## src/rtl/pht_ctrl_pkg.sv

```systemverilog
// Shared predictor types for the pattern-history-table controller.
// pht_idx_t is the table index / global-history width; ckpt_t is the
// checkpoint recorded for every in-flight predicted branch.
package pht_ctrl_pkg;

  // Table has 16 counters, so index and history are both 4 bits wide.
  localparam int PHT_HIST_W = 4;

  typedef logic [PHT_HIST_W-1:0] pht_idx_t;

  // Checkpoint of one predicted branch:
  //   idx  - table index used for the lookup (counter to train later)
  //   pred - direction returned to fetch
  //   ghr  - speculative history *before* this branch was shifted in,
  //          so a mispredict can rebuild history from this point
  typedef struct packed {
    pht_idx_t idx;
    logic     pred;
    pht_idx_t ghr;
  } ckpt_t;

  // Shift one outcome into the low end of a history register.
  function automatic pht_idx_t ghr_shift(input pht_idx_t ghr, input logic bit_in);
    return {ghr[PHT_HIST_W-2:0], bit_in};
  endfunction

endpackage

```

## src/rtl/bp_ckpt_fifo.sv

```systemverilog
// Checkpoint FIFO for in-flight predicted branches.
// Synchronous, power-of-two depth, head entry visible combinationally on dout.
// clear wins over push and pop in the same cycle; the head is still readable
// that cycle so the caller can consume it before the wipe takes effect.
// push while full and pop while empty are ignored.
module bp_ckpt_fifo
  import pht_ctrl_pkg::*;
#(
  parameter int DEPTH = 4,
  localparam int AW = $clog2(DEPTH),
  localparam int CW = AW + 1
) (
  input  logic          clk,
  input  logic          reset_n,
  input  logic          push,
  input  logic          pop,
  input  logic          clear,
  input  ckpt_t         din,
  output ckpt_t         dout,
  output logic          empty,
  output logic [CW-1:0] count
);

  ckpt_t         mem [DEPTH];
  logic [AW-1:0] wr_ptr;
  logic [AW-1:0] rd_ptr;
  logic          full;
  logic          do_push;
  logic          do_pop;

  assign full    = (count == CW'(DEPTH));
  assign empty   = (count == '0);
  assign do_push = push && !full && !clear;
  assign do_pop  = pop && !empty && !clear;
  assign dout    = mem[rd_ptr];

  // Storage write; contents need no reset because count gates every read.
  always_ff @(posedge clk) begin
    if (do_push) begin
      mem[wr_ptr] <= din;
    end
  end

  // Pointers wrap naturally at DEPTH (power of two); count tracks occupancy.
  always_ff @(posedge clk) begin
    if (!reset_n || clear) begin
      wr_ptr <= '0;
      rd_ptr <= '0;
      count  <= '0;
    end else begin
      if (do_push) wr_ptr <= wr_ptr + AW'(1);
      if (do_pop)  rd_ptr <= rd_ptr + AW'(1);
      case ({do_push, do_pop})
        2'b10:   count <= count + CW'(1);
        2'b01:   count <= count - CW'(1);
        default: count <= count;
      endcase
    end
  end

endmodule

```

## src/rtl/pht_ctrl.sv

```systemverilog
// Gshare branch-prediction controller for a 16-entry two-bit-counter table.
// Forms the lookup index at IF, checkpoints each prediction, and at EX issues
// the registered counter update and repairs global history on mispredict.
// Optional build macro: PHT_CTRL_STATS_EN adds saturating stat_pred/stat_miss.
//
// Handshake: IF_valid is a request; IF_stall is its inverse-ready. A branch is
// accepted only in a cycle with IF_valid=1 and IF_stall=0 (and no flush or
// mispredict squashing it); fetch must hold the branch otherwise. EX_valid has
// no ready: it always refers to the oldest in-flight branch and is consumed
// the cycle it is asserted.
module pht_ctrl
  import pht_ctrl_pkg::*;
#(
  parameter int HIST_W     = PHT_HIST_W,  // must equal the table index width
  parameter int FIFO_DEPTH = 4,           // power of two, >= 2
  localparam int CW = $clog2(FIFO_DEPTH) + 1
) (
  input  logic              clk,
  input  logic              reset_n,
  input  logic              IF_valid,
  input  logic [HIST_W-1:0] IF_pc_bits,
  input  logic              pht_prediction,
  output logic [HIST_W-1:0] pht_idx,
  output logic              IF_pred_taken,
  output logic              IF_stall,
  input  logic              EX_valid,
  input  logic              EX_taken,
  input  logic              flush,
  output logic              pht_load,
  output logic [HIST_W-1:0] EX_pht_idx,
  output logic              EX_branch_flag,
  output logic              mispredict,
  output logic              resolve_err
`ifdef PHT_CTRL_STATS_EN
  ,
  output logic [15:0]       stat_pred,
  output logic [15:0]       stat_miss
`endif
);

  pht_idx_t      spec_ghr;
  pht_idx_t      commit_ghr;
  pht_idx_t      spec_ghr_nxt;
  pht_idx_t      commit_ghr_nxt;
  ckpt_t         head;
  ckpt_t         push_ckpt;
  logic          fifo_empty;
  logic [CW-1:0] count;
  logic          push_req;
  logic          pop_req;
  logic          mis_now;
  logic          fifo_push;
  logic          fifo_clear;

  // Lookup path: purely combinational every cycle.
  assign pht_idx       = IF_pc_bits ^ spec_ghr;
  assign IF_pred_taken = pht_prediction;
  assign IF_stall      = (count == CW'(FIFO_DEPTH));

  // A fetched branch is accepted into the window unless the window is full.
  assign push_req  = IF_valid && !IF_stall;
  assign pop_req   = EX_valid && !fifo_empty;
  assign mis_now   = pop_req && (head.pred != EX_taken);

  // Mispredict and flush both squash everything younger, including a
  // branch arriving this very cycle.
  assign fifo_clear = mis_now || flush;
  assign fifo_push  = push_req && !fifo_clear;

  assign push_ckpt.idx  = pht_idx;
  assign push_ckpt.pred = pht_prediction;
  assign push_ckpt.ghr  = spec_ghr;

  bp_ckpt_fifo #(
    .DEPTH (FIFO_DEPTH)
  ) u_fifo (
    .clk     (clk),
    .reset_n (reset_n),
    .push    (fifo_push),
    .pop     (pop_req),
    .clear   (fifo_clear),
    .din     (push_ckpt),
    .dout    (head),
    .empty   (fifo_empty),
    .count   (count)
  );

  // Next-state for both history registers. Mispredict rebuilds from the
  // head checkpoint; flush falls back to committed history (after this
  // cycle's resolution); otherwise an accepted push shifts its prediction in.
  always_comb begin
    commit_ghr_nxt = commit_ghr;
    spec_ghr_nxt   = spec_ghr;
    if (pop_req) begin
      commit_ghr_nxt = ghr_shift(commit_ghr, EX_taken);
    end
    if (mis_now) begin
      spec_ghr_nxt = ghr_shift(head.ghr, EX_taken);
    end else if (flush) begin
      spec_ghr_nxt = commit_ghr_nxt;
    end else if (fifo_push) begin
      spec_ghr_nxt = ghr_shift(spec_ghr, pht_prediction);
    end
  end

  // History registers.
  always_ff @(posedge clk) begin
    if (!reset_n) begin
      spec_ghr   <= '0;
      commit_ghr <= '0;
    end else begin
      spec_ghr   <= spec_ghr_nxt;
      commit_ghr <= commit_ghr_nxt;
    end
  end

  // Registered table update and status: one-cycle pulses after resolution.
  always_ff @(posedge clk) begin
    if (!reset_n) begin
      pht_load       <= 1'b0;
      EX_pht_idx     <= '0;
      EX_branch_flag <= 1'b0;
      mispredict     <= 1'b0;
      resolve_err    <= 1'b0;
    end else begin
      pht_load   <= pop_req;
      mispredict <= mis_now;
      if (pop_req) begin
        EX_pht_idx     <= head.idx;
        EX_branch_flag <= EX_taken;
      end
      if (EX_valid && fifo_empty) begin
        resolve_err <= 1'b1;
      end
    end
  end

`ifdef PHT_CTRL_STATS_EN
  // Saturating event counters: accepted pushes and mispredict pulses.
  always_ff @(posedge clk) begin
    if (!reset_n) begin
      stat_pred <= '0;
      stat_miss <= '0;
    end else begin
      if (fifo_push && (stat_pred != 16'hFFFF)) stat_pred <= stat_pred + 16'd1;
      if (mis_now   && (stat_miss != 16'hFFFF)) stat_miss <= stat_miss + 16'd1;
    end
  end
`endif

endmodule

```

## config.mk

```make
export PLATFORM = sky130hd
export DESIGN_NAME = pht_ctrl
export DESIGN_NICKNAME = d
export VERILOG_FILES = /design/src/rtl/pht_ctrl_pkg.sv /design/src/rtl/bp_ckpt_fifo.sv /design/src/rtl/pht_ctrl.sv
export SDC_FILE = /design/constraint.sdc
export NUM_CORES = 1
export LEC_CHECK = 0
export CORE_ASPECT_RATIO = 1.1
export CORE_MARGIN = 1.5
export CORE_UTILIZATION = 33
export DETAILED_ROUTE_END_ITERATION = 7
export GPL_ROUTABILITY_DRIVEN = 0
export PLACE_DENSITY_LB_ADDON = 0.25
export SLEW_MARGIN = 20
export SYNTH_ARGS = -nofsm -noshare
export SYNTH_HDL_FRONTEND = slang
export SYNTH_SLANG_ARGS = --single-unit
```

## constraint.sdc

```tcl
create_clock -name clk -period 2.8 [get_ports clk]
set_input_delay 0.42 -clock clk [delete_from_list [all_inputs] [get_ports clk]]
set_output_delay 0.42 -clock clk [all_outputs]
set_load 0.02 [all_outputs]
```

==> results of run 1 <==
==> cell usage in the layout (no fill, tap or decap), drive strengths merged, types with 2 or more instances in the layout <==
master,synthesis,layout
ha,5,5
nand3,3,3
clkbuf,6,11
edfxtp,32,32
dfxtp,25,25
mux4,8,8
nand2,13,13
mux2i,3,3
xnor2,3,3
nor3b,2,2
xor2,8,8
inv,9,9
a21oi,9,9
a221o,3,3
nor3,2,2
buf,3,10
nor2,17,17
o41ai,4,4
and2,5,5
a31oi,4,4
clkdlybuf4s50,0,24
clkinv,0,4
==> layer usage <==
layer	share of wire [%]	global-route usage [%]	up-vias	routed length [um]
met5	0	0	-	0
met1	44	16.1	693	1980
met2	47	19.9	39	2100
li1	-	-	717	-
met3	6.6	3.87	9	296
met4	1.8	6.97	0	80
==> critical path: cells and delay by family (launching register included) <==
family	cells	cell delay, ns
buf+inv	2	0.12
fa+ha+maj	2	0.54
flops	1	0.35
mux	1	0.59
xor+xnor	2	0.28
simple gates	4	0.53
==> area by class of cell <==
type                       instances  area [um2]  share of cell area, %
clock buffer                      11         131                   4.47
sequential                        57        1460                   49.7
tap                               85         106                   3.62
clock inverter                     5        46.3                   1.58
multi-input combinational        102         845                   28.7
inverter                           9        33.8                   1.15
timing repair buffer              34         315                   10.7
==> path summary, 6_finish.rpt <==
path	to	slack (ns)	cells after the start
min	EX_pht_idx[2]	0.45	2
min reg2reg	EX_pht_idx[2]	0.45	2
max	u_fifo.count[2]	0.28	11
max reg2reg	u_fifo.count[2]	0.28	11
==> power groups by stage <==
| stage | sequential, mW | clock [mW] | combinational [mW] |
|---|---|---|---|
| 3_5_place_dp | 0.946 | 0 | 0.148 |
| 3_3_place_gp | 0.946 | 0 | 0.147 |
| 5_1_grt | 0.931 | 0.759 | 0.161 |
| 4_1_cts | 0.928 | 0.724 | 0.148 |
| 2_1_floorplan | 0.944 | 0 | 0.0808 |
| 6_report | 0.927 | 0.701 | 0.146 |
==> Yosys cell counts, types with 2 or more instances <==
cell,n
a21oi_1,9
a221o_1,3
a31oi_1,4
and2_1,5
clkbuf_1,6
dfxtp_1,25
edfxtp_1,32
ha_1,5
inv_1,9
mux2i_1,3
mux4_2,7
nand2_1,13
nand3_1,3
nor2_1,17
nor3_1,2
o41ai_1,4
xnor2_1,3
xor2_1,8
==> kinds of logic after synthesis <==
group | Yosys count | synth area share [%]
AO/OA/AOI/OAI | 25 | 8.07
XOR/XNOR | 11 | 4.04
adder cells (fa/ha/maj) | 6 | 3.46
buffers and inverters | 18 | 3.36
flip-flops | 57 | 61.2
multiplexers | 12 | 9.44
AND/OR/NAND/NOR | 48 | 10.4
==> state kept, by name, indices dropped and copies added (netlist names), named ones only <==
| signal | cells |
|---|---|
| EX_pht_idx | 4 |
| EX_branch_flag | 1 |
| mispredict | 1 |
| resolve_err | 1 |
| u_fifo.rd_ptr | 2 |
| commit_ghr | 4 |
| u_fifo.count | 3 |
| u_fifo.wr_ptr | 2 |
| u_fifo.mem | 32 |
| pht_load | 1 |
| spec_ghr | 4 |
==> per-stage QoR <==
stage                     total power, mW  utilization [%]  cell area, um2
final                                1.77             41.9            2940
after global routing                 1.85             41.9            2940
after CTS                            1.80             41.9            2940
after detailed placement             1.09             39.4            2760
after global placement               1.09             39.4            2760
after floorplan                      1.02                -            2390
==> qor.yml, run 1 <==
status: "finished clean"
vias_per_cell: 4.81
fin_worst_skew_ns: 0.00957
period_needed_ns: 2.52
pwr-share-comb_pct: 8.2
holdWs_ns: 0.454
nFillCells: 646
fin_ws_ns: 0.277
instances_no_fill: 303
max_stage_delay_ns: 0.59
synth_area_leader_cell: "edfxtp_1"
drt_first_iter_violations: 105
cellLeakagePower_nw: 1.02
synth-edff-count: 32
io_buffers: 24
setup_violations: 0
clkPwrFrac_pct: 39.5
crit_path_start_kind: "flop"
syn_inst: 177
netlist-cell-type-count: 37
die-area_mm2: 0.00775
hpwl_mm: 3.11
overflow: 0
io_pins: 25
crit_arrival_ns: 2.74
grt.total_usage_pct: 12.8
post-route-period-util_pct: 90.1
cts_root_buf: "clkbuf_8"
cp_cell_sequence: "mux4_2, nor3b_2, nor4_2, inv_1, ha_1, inv_1, fa_1, xor2_1, nor2_1, xnor2_1, nor2_1"
cap_violations: 0
synth_area_leaders: "edfxtp_1 40%, dfxtp_1 21%, mux4_2 6.6%, xor2_1 2.9%, nor2_1 2.7%"
routedWlPerCell_um: 14.7
antenna_found_initial: 0
worst_pin_slew_ns: 0.456
intPower_mw: 1.38
initial_core_util_pct: 34.1
p_per_area_mw_per_mm2: 604
die_h_um: 92.2
coreArea_mm2: 0.00701
slowest_stage: "mux4_2"
ir_drop_mv: 0.269
dp_slack_ns: 0.168
ys_ff_latch: 57
grt_max_degree: 16
rsz0062_at_grt: "false"
postCtsSetupRepairBufs: 0
n_antenna_cell: 0
drc_errors: 0
synthArstFlopShare_pct: 0
dp.cells: 287
drv_slew: 0
yosys_warnings: 0
ant_nets: 0
cts_inserted_buffers: 9
syn-cell-area_mm2: 0.00239
max_freq_ghz: 0.396
vias: 1458
sequentialPowerShare_pct: 52.3
holdCritPathClass: "flop to flop"
cts_htree_levels: 3
endpoint_kind: "flop"
area_delta_synth_final_pct: 23.2
holdCritStartpoint: "EX_pht_idx[2]"
hold_viol: 0
cts.sinks: 57
drive_gt1_share_pct: 16.1
nets: 230
grt_pass1_wl_mm: 7.34
maxSlewHeadroom_pct: 69.6
grt_pass1_vias: 1443
ys_seq_area_share_pct: 61.2
synth.top_cell.area_share_pct: 40.3
drtPass1Iterations: 4
rows: 32
syn-num-nets: 194
drt-total-wl_mm: 4.46
crit_type: "flop to flop"
syn_area_per_cell_um2: 13.5
required_ns: 3.01
cts_resized: 0
clockBufferDepth: 2
swShare_pct: 22.2
net-switching-power_mw: 0.393
path_max_fanout: 5
hold_buffers: 0
ys.flop_type: "edfxtp_1"
setup_tns_ns: 0
cts_tree: "built"
path_clk_slew_ns: 0.06
die_w_um: 84.1
clk_latency_ns: 0.33
Power figures use the tool's default switching activity.
==> run 2: changes to the inputs <==
--- a/config.mk
+++ b/config.mk
@@ -5,12 +5,13 @@
 export SDC_FILE = /design/constraint.sdc
 export NUM_CORES = 1
 export LEC_CHECK = 0
+export CAP_MARGIN = 20
 export CORE_ASPECT_RATIO = 1.1
 export CORE_MARGIN = 1.5
 export CORE_UTILIZATION = 33
 export DETAILED_ROUTE_END_ITERATION = 7
 export GPL_ROUTABILITY_DRIVEN = 0
-export PLACE_DENSITY_LB_ADDON = 0.25
+export PLACE_DENSITY_LB_ADDON = 0.05
 export SLEW_MARGIN = 20
 export SYNTH_ARGS = -nofsm -noshare
 export SYNTH_HDL_FRONTEND = slang
==> qor.yml, run 2 (synthesis gave the netlist of run 1 again) <==
status: "finished clean"
ir_drop_mv: 0.251  # -6.9%
setup_tns_ns: 0  # unchanged
path_clk_slew_ns: 0.07  # about the same
rsz0062_at_grt: "false"
layout_commonest_cell: "edfxtp_1"
cts_root_buf: "clkbuf_8"
top_register: "u_fifo.mem"
clockBufferDepth: 2  # unchanged
period_needed_ns: 2.53  # +0.00680 ns
drv_slew: 0  # unchanged
vias: 1481  # +1.6%
holdCritPathClass: "flop to flop"
cts_htree_levels: 3  # unchanged
final_cell_mix: "32 x edfxtp_1, 25 x dfxtp_1, 24 x clkdlybuf4s50_1"
cts_resized: 0  # unchanged
post-route-period-util_pct: 90.4  # +0.24 points
total_power_mw: 1.79  # +1.1%
grt_pass1_vias: 1512  # +4.8%
crit_path_start_kind: "flop"
final_core_utilization_pct: 42.0  # about the same
postCtsSetupRepairBufs: 0  # unchanged
initial_core_util_pct: 34.1  # unchanged
drt_first_iter_violations: 79  # -25%
fin_ws_ns: 0.270  # -0.00680 ns
drive_gt1_share_pct: 17.1  # +1.0 points
drc_errors: 0  # unchanged
sequentialPowerShare_pct: 51.7  # -0.6 points
overflow: 0  # unchanged
cellLeakagePower_nw: 1.02  # -0.48%
grt_max_degree: 12  # -4
cap_violations: 0  # unchanged
worst_pin_slew_ns: 0.497  # +0.0405 ns
hold_viol: 0  # unchanged
hold_buffers: 0  # unchanged
crit_type: "flop to flop"
io_pins: 25  # unchanged
holdWs_ns: 0.457  # +0.00267 ns
clk_latency_ns: 0.32  # about the same
ant_nets: 0  # unchanged
net-switching-power_mw: 0.410  # +4.3%
die_w_um: 84.1  # unchanged
grt.total_usage_pct: 13.3  # +0.50 points
die_h_um: 92.2  # unchanged
cts_inserted_buffers: 9  # unchanged
area_delta_synth_final_pct: 23.2  # about the same
io_buffers: 24  # unchanged
max_freq_ghz: 0.395  # -0.27%
endpoint_kind: "flop"
cts_tree: "built"
clkPwrFrac_pct: 40.2  # +0.7 points
fin_worst_skew_ns: 0.00718  # -0.00239 ns
path_max_fanout: 5  # unchanged
vias_per_cell: 4.90  # +1.9%
setup_violations: 0  # unchanged
coreArea_mm2: 0.00701  # unchanged
routedWlPerCell_um: 16.0  # +8.5%
antenna_found_initial: 0  # unchanged
nets: 229  # -0.43%
drt-total-wl_mm: 4.82  # +8.1%
swShare_pct: 22.9  # +0.69 points
largest_register_ffs: 32  # unchanged
nFillCells: 653  # +1.1%
grt_pass1_wl_mm: 7.69  # +4.8%
rows: 32  # unchanged
required_ns: 3.01  # about the same
hpwl_mm: 3.37  # +8.6%
p_per_area_mw_per_mm2: 610  # +1.1%
die-area_mm2: 0.00775  # unchanged
drtPass1Iterations: 4  # unchanged
pwr-share-comb_pct: 8.2  # about the same
n_antenna_cell: 0  # unchanged
maxSlewHeadroom_pct: 66.9  # -2.7 points
dp_slack_ns: 0.106  # -0.0628 ns
cts.sinks: 57  # unchanged
crit_arrival_ns: 2.74  # about the same
intPower_mw: 1.38  # +0.22%
==> run 2: cell count changes in the layout (fill, tap and decap cells not counted) <==
cell / previous run / this run
buf_4: 10 / 9
clkbuf_1: 2 / 1
clkinv_1: 3 / 1
clkinv_2: 1 / 2
clkinvlp_4: 0 / 2
==> run 2: cell type report <==
cell class / instances / area, um2 / share of cell area (%)
sequential: 57 / 1460 / 49.7
clock buffer: 10 / 128 / 4.34
tap: 85 / 106 / 3.62
clock inverter: 6 / 58.8 / 2.00
timing repair buffer: 33 / 308 / 10.5
multi-input combinational: 102 / 845 / 28.7
inverter: 9 / 33.8 / 1.15
==> run 2: final timing paths <==
path / from / endpoint / slack [ns] / depth (start not counted)
min reg2reg: EX_branch_flag / EX_branch_flag / 0.46 / 2
max: flop / u_fifo.count[2] / 0.27 / 11
min: EX_branch_flag / EX_branch_flag / 0.46 / 2
max reg2reg: flop / u_fifo.count[2] / 0.27 / 11
==> run 2: per-layer routing <==
layer  GRT usage (%)  share of wire [%]
met1            16.2                 45
met4            6.97                1.7
met5               0                  0
met2            22.1                 50
met3            2.97                3.5
==> run 2: stage by stage <==
| step | area (um2) | std cells |
|---|---|---|
| 2_1_floorplan | 2390 | 177 |
| 3_3_place_gp | 2750 | 286 |
| 3_5_place_dp | 2750 | 286 |
| 4_1_cts | 2940 | 302 |
| 5_1_grt | 2940 | 302 |
| 6_report | 2940 | 302 |
==> run 2: critical path, stage by stage, from the launching register on <==
cell,delay (ns)
dfxtp_1,0.35
mux4_2,0.58
nor3b_2,0.27
nor4_2,0.09
inv_1,0.06
ha_1,0.17
inv_1,0.06
fa_1,0.39
xor2_1,0.16
nor2_1,0.11
xnor2_1,0.13
nor2_1,0.05
==> run 2: power by group through the flow <==
stage	clock network, mW	logic (mW)	registers (mW)
floorplan	0	0.0808	0.944
global placement	0	0.145	0.944
detailed placement	0	0.148	0.946
CTS	0.745	0.149	0.927
global route	0.783	0.161	0.930
finish	0.720	0.147	0.927
==> run 3: changes to the inputs <==
--- a/config.mk
+++ b/config.mk
@@ -8,7 +8,7 @@
 export CAP_MARGIN = 20
 export CORE_ASPECT_RATIO = 1.1
 export CORE_MARGIN = 1.5
-export CORE_UTILIZATION = 33
+export CORE_UTILIZATION = 35
 export DETAILED_ROUTE_END_ITERATION = 7
 export GPL_ROUTABILITY_DRIVEN = 0
 export PLACE_DENSITY_LB_ADDON = 0.05
==> constraint.sdc (replaced) <==
create_clock -name clk -period 2.8 [get_ports clk]
set_input_delay 0.42 -clock clk [delete_from_list [all_inputs] [get_ports clk]]
set_output_delay 0.42 -clock clk [all_outputs]
set_load 0.1 [all_outputs]
==> qor.yml, run 3 (synthesis gave the netlist of run 1 again) <==
r2r-end: "u_fifo.count[2]"
crit_arrival_ns: 2.73  # about the same
crit_type: "flop to flop"
die_h_um: 89.6  # -2.8%
path_max_fanout: 5  # unchanged
min_to: "EX_pht_idx[2]"
initial_core_util_pct: 36.2  # +2.1 points
hpwl_mm: 3.44  # +2.1%
die-area_mm2: 0.00732  # -5.5%
post-route-period-util_pct: 90.4  # about the same
holdWs_ns: 0.456  # -0.000842 ns
slowest_stage: "mux4_2"
cts_htree_levels: 3  # unchanged
holdPathStages: 2  # unchanged
maxSlewHeadroom_pct: 67.1  # +0.25 points
drt-total-wl_mm: 4.73  # -1.9%
path_clk_slew_ns: 0.06  # about the same
max_stage_delay_ns: 0.59  # about the same
layout_commonest_cell: "edfxtp_1"
setup_tns_ns: 0  # unchanged
drv_slew: 0  # unchanged
holdCritStartpoint: "EX_pht_idx[2]"
max_freq_ghz: 0.395  # about the same
total_power_mw: 1.92  # +7.1%
overflow: 0  # unchanged
nFillCells: 629  # -3.7%
wl_met3_um: 137  # -19%
nets: 230  # +0.44%
setup_violations: 0  # unchanged
drt_first_iter_violations: 81  # +2.5%
final_core_utilization_pct: 45.1  # +3.1 points
hold_buffers: 0  # unchanged
drtPass1Iterations: 4  # unchanged
antenna_found_initial: 0  # unchanged
vias: 1459  # -1.5%
vias_per_cell: 4.86  # -0.83%
period_needed_ns: 2.53  # +0.00156 ns
drive_gt1_share_pct: 23.9  # +6.8 points
largest_register_ffs: 32  # unchanged
dr_wl_met2_mm: 2.47  # +2.8%
crit_family: "multiplexers"
io_buffers: 24  # unchanged
holdCritPathClass: "flop to flop"
final_cell_mix: "32 x edfxtp_1, 25 x dfxtp_1, 20 x buf_4"
clk_latency_ns: 0.32  # about the same
cts_inserted_buffers: 9  # unchanged
fin_worst_skew_ns: 0.00972  # +0.00254 ns
cts_root_buf: "clkbuf_8"
area_delta_synth_final_pct: 24.5
wl_met1_mm: 2.09  # -3.6%
cts_tree: "built"
worst_pin_slew_ns: 0.491  # -0.00546 ns
ir_drop_mv: 0.218  # -13%
reg2reg_depth: 11  # unchanged
cts.sinks: 57  # unchanged
rows: 31  # -3.1%
p_per_area_mw_per_mm2: 647  # +6.0%
reg2reg_slack_ns: 0.27  # about the same
endpoint_kind: "flop"
io_pins: 25  # unchanged
grt_pass1_vias: 1498  # -0.93%
grt_max_degree: 12  # unchanged
ant_nets: 0  # unchanged
grt_pass1_wl_mm: 7.55  # -1.9%
highest_layer: "met4"
cp.buffers_inverters: 2  # unchanged
drc_errors: 0  # unchanged
routedWlPerCell_um: 15.8  # -1.3%
cts_resized: 0  # unchanged
cap_violations: 0  # unchanged
hold_viol: 0  # unchanged
die_w_um: 81.7  # -2.8%
top_register: "u_fifo.mem"
coreArea_mm2: 0.00659  # -5.9%
dpl_cell_area_mm2: 0.00277  # +0.68%
clockBufferDepth: 2  # unchanged
crit_path_start_kind: "flop"
grt.total_usage_pct: 14.6  # +1.3 points
rsz0062_at_grt: "false"
status: "finished clean"
required_ns: 3.00  # about the same
postCtsSetupRepairBufs: 0  # unchanged
n_antenna_cell: 0  # unchanged
cp_cell_sequence: "mux4_2, nor3b_2, nor4_2, inv_1, ha_1, inv_1, fa_1, xor2_1, nor2_1, xnor2_1, nor2_1"
final_area_mm2: 0.00297  # +1.1%
cellLeakagePower_nw: 1.08  # +5.9%
[run 3: cell count changes in the layout (fill, tap and decap cells not counted), sizes merged]
cell,delta
buf,+15
clkdlybuf4s50,-14
clkbuf,+3
clkinvlp,-2
clkinv,-1
[run 3: tightest hold or removal path, stage by stage, from the launching register on]
cell and delay [ns]:
dfxtp_1 0.31, nand2_1 0.05, a21oi_1 0.05
[run 3: where the power goes]
| part | internal [mW] | leakage, nW | switching (mW) |
|---|---|---|---|
| sequential | 0.912 | 0.494 | 0.0147 |
| combinational | 0.0813 | 0.478 | 0.150 |
| clock | 0.457 | 0.103 | 0.306 |
[run 3: worst max-delay path by stage]
stage	start	end	slack, ns	cells past startpoint
after floorplan	flop	u_fifo.count[2]	0.13	12
after detailed placement	EX_valid	u_fifo.count[2]	0.12	12
after global placement	EX_valid	u_fifo.count[2]	0.20	12
after CTS	flop	u_fifo.count[2]	0.22	11
after global routing	flop	u_fifo.count[2]	0.05	11
final	flop	u_fifo.count[2]	0.27	11
[run 3: layout make-up]
class / instances / area, um2 / share of cell area, %
clock buffer: 13 / 159 / 5.35
clock inverter: 3 / 40.0 / 1.35
inverter: 9 / 33.8 / 1.14
multi-input combinational: 102 / 845 / 28.4
sequential: 57 / 1460 / 49.2
tap: 82 / 103 / 3.45
timing repair buffer: 34 / 330 / 11.1
[run 3: layer usage]
layer,track usage [%],vias up
met5,0,-
met4,8.32,0
met3,3.33,2
met2,23.2,25
met1,18.5,715
li1,-,717
[run 3: metrics by stage]
stage | std cells | setup slack, ns
final | 300 | 0.268
after global routing | 300 | 0.0500
after CTS | 300 | 0.221
after global placement | 284 | 0.200
after floorplan | 177 | 0.133
after detailed placement | 284 | 0.117
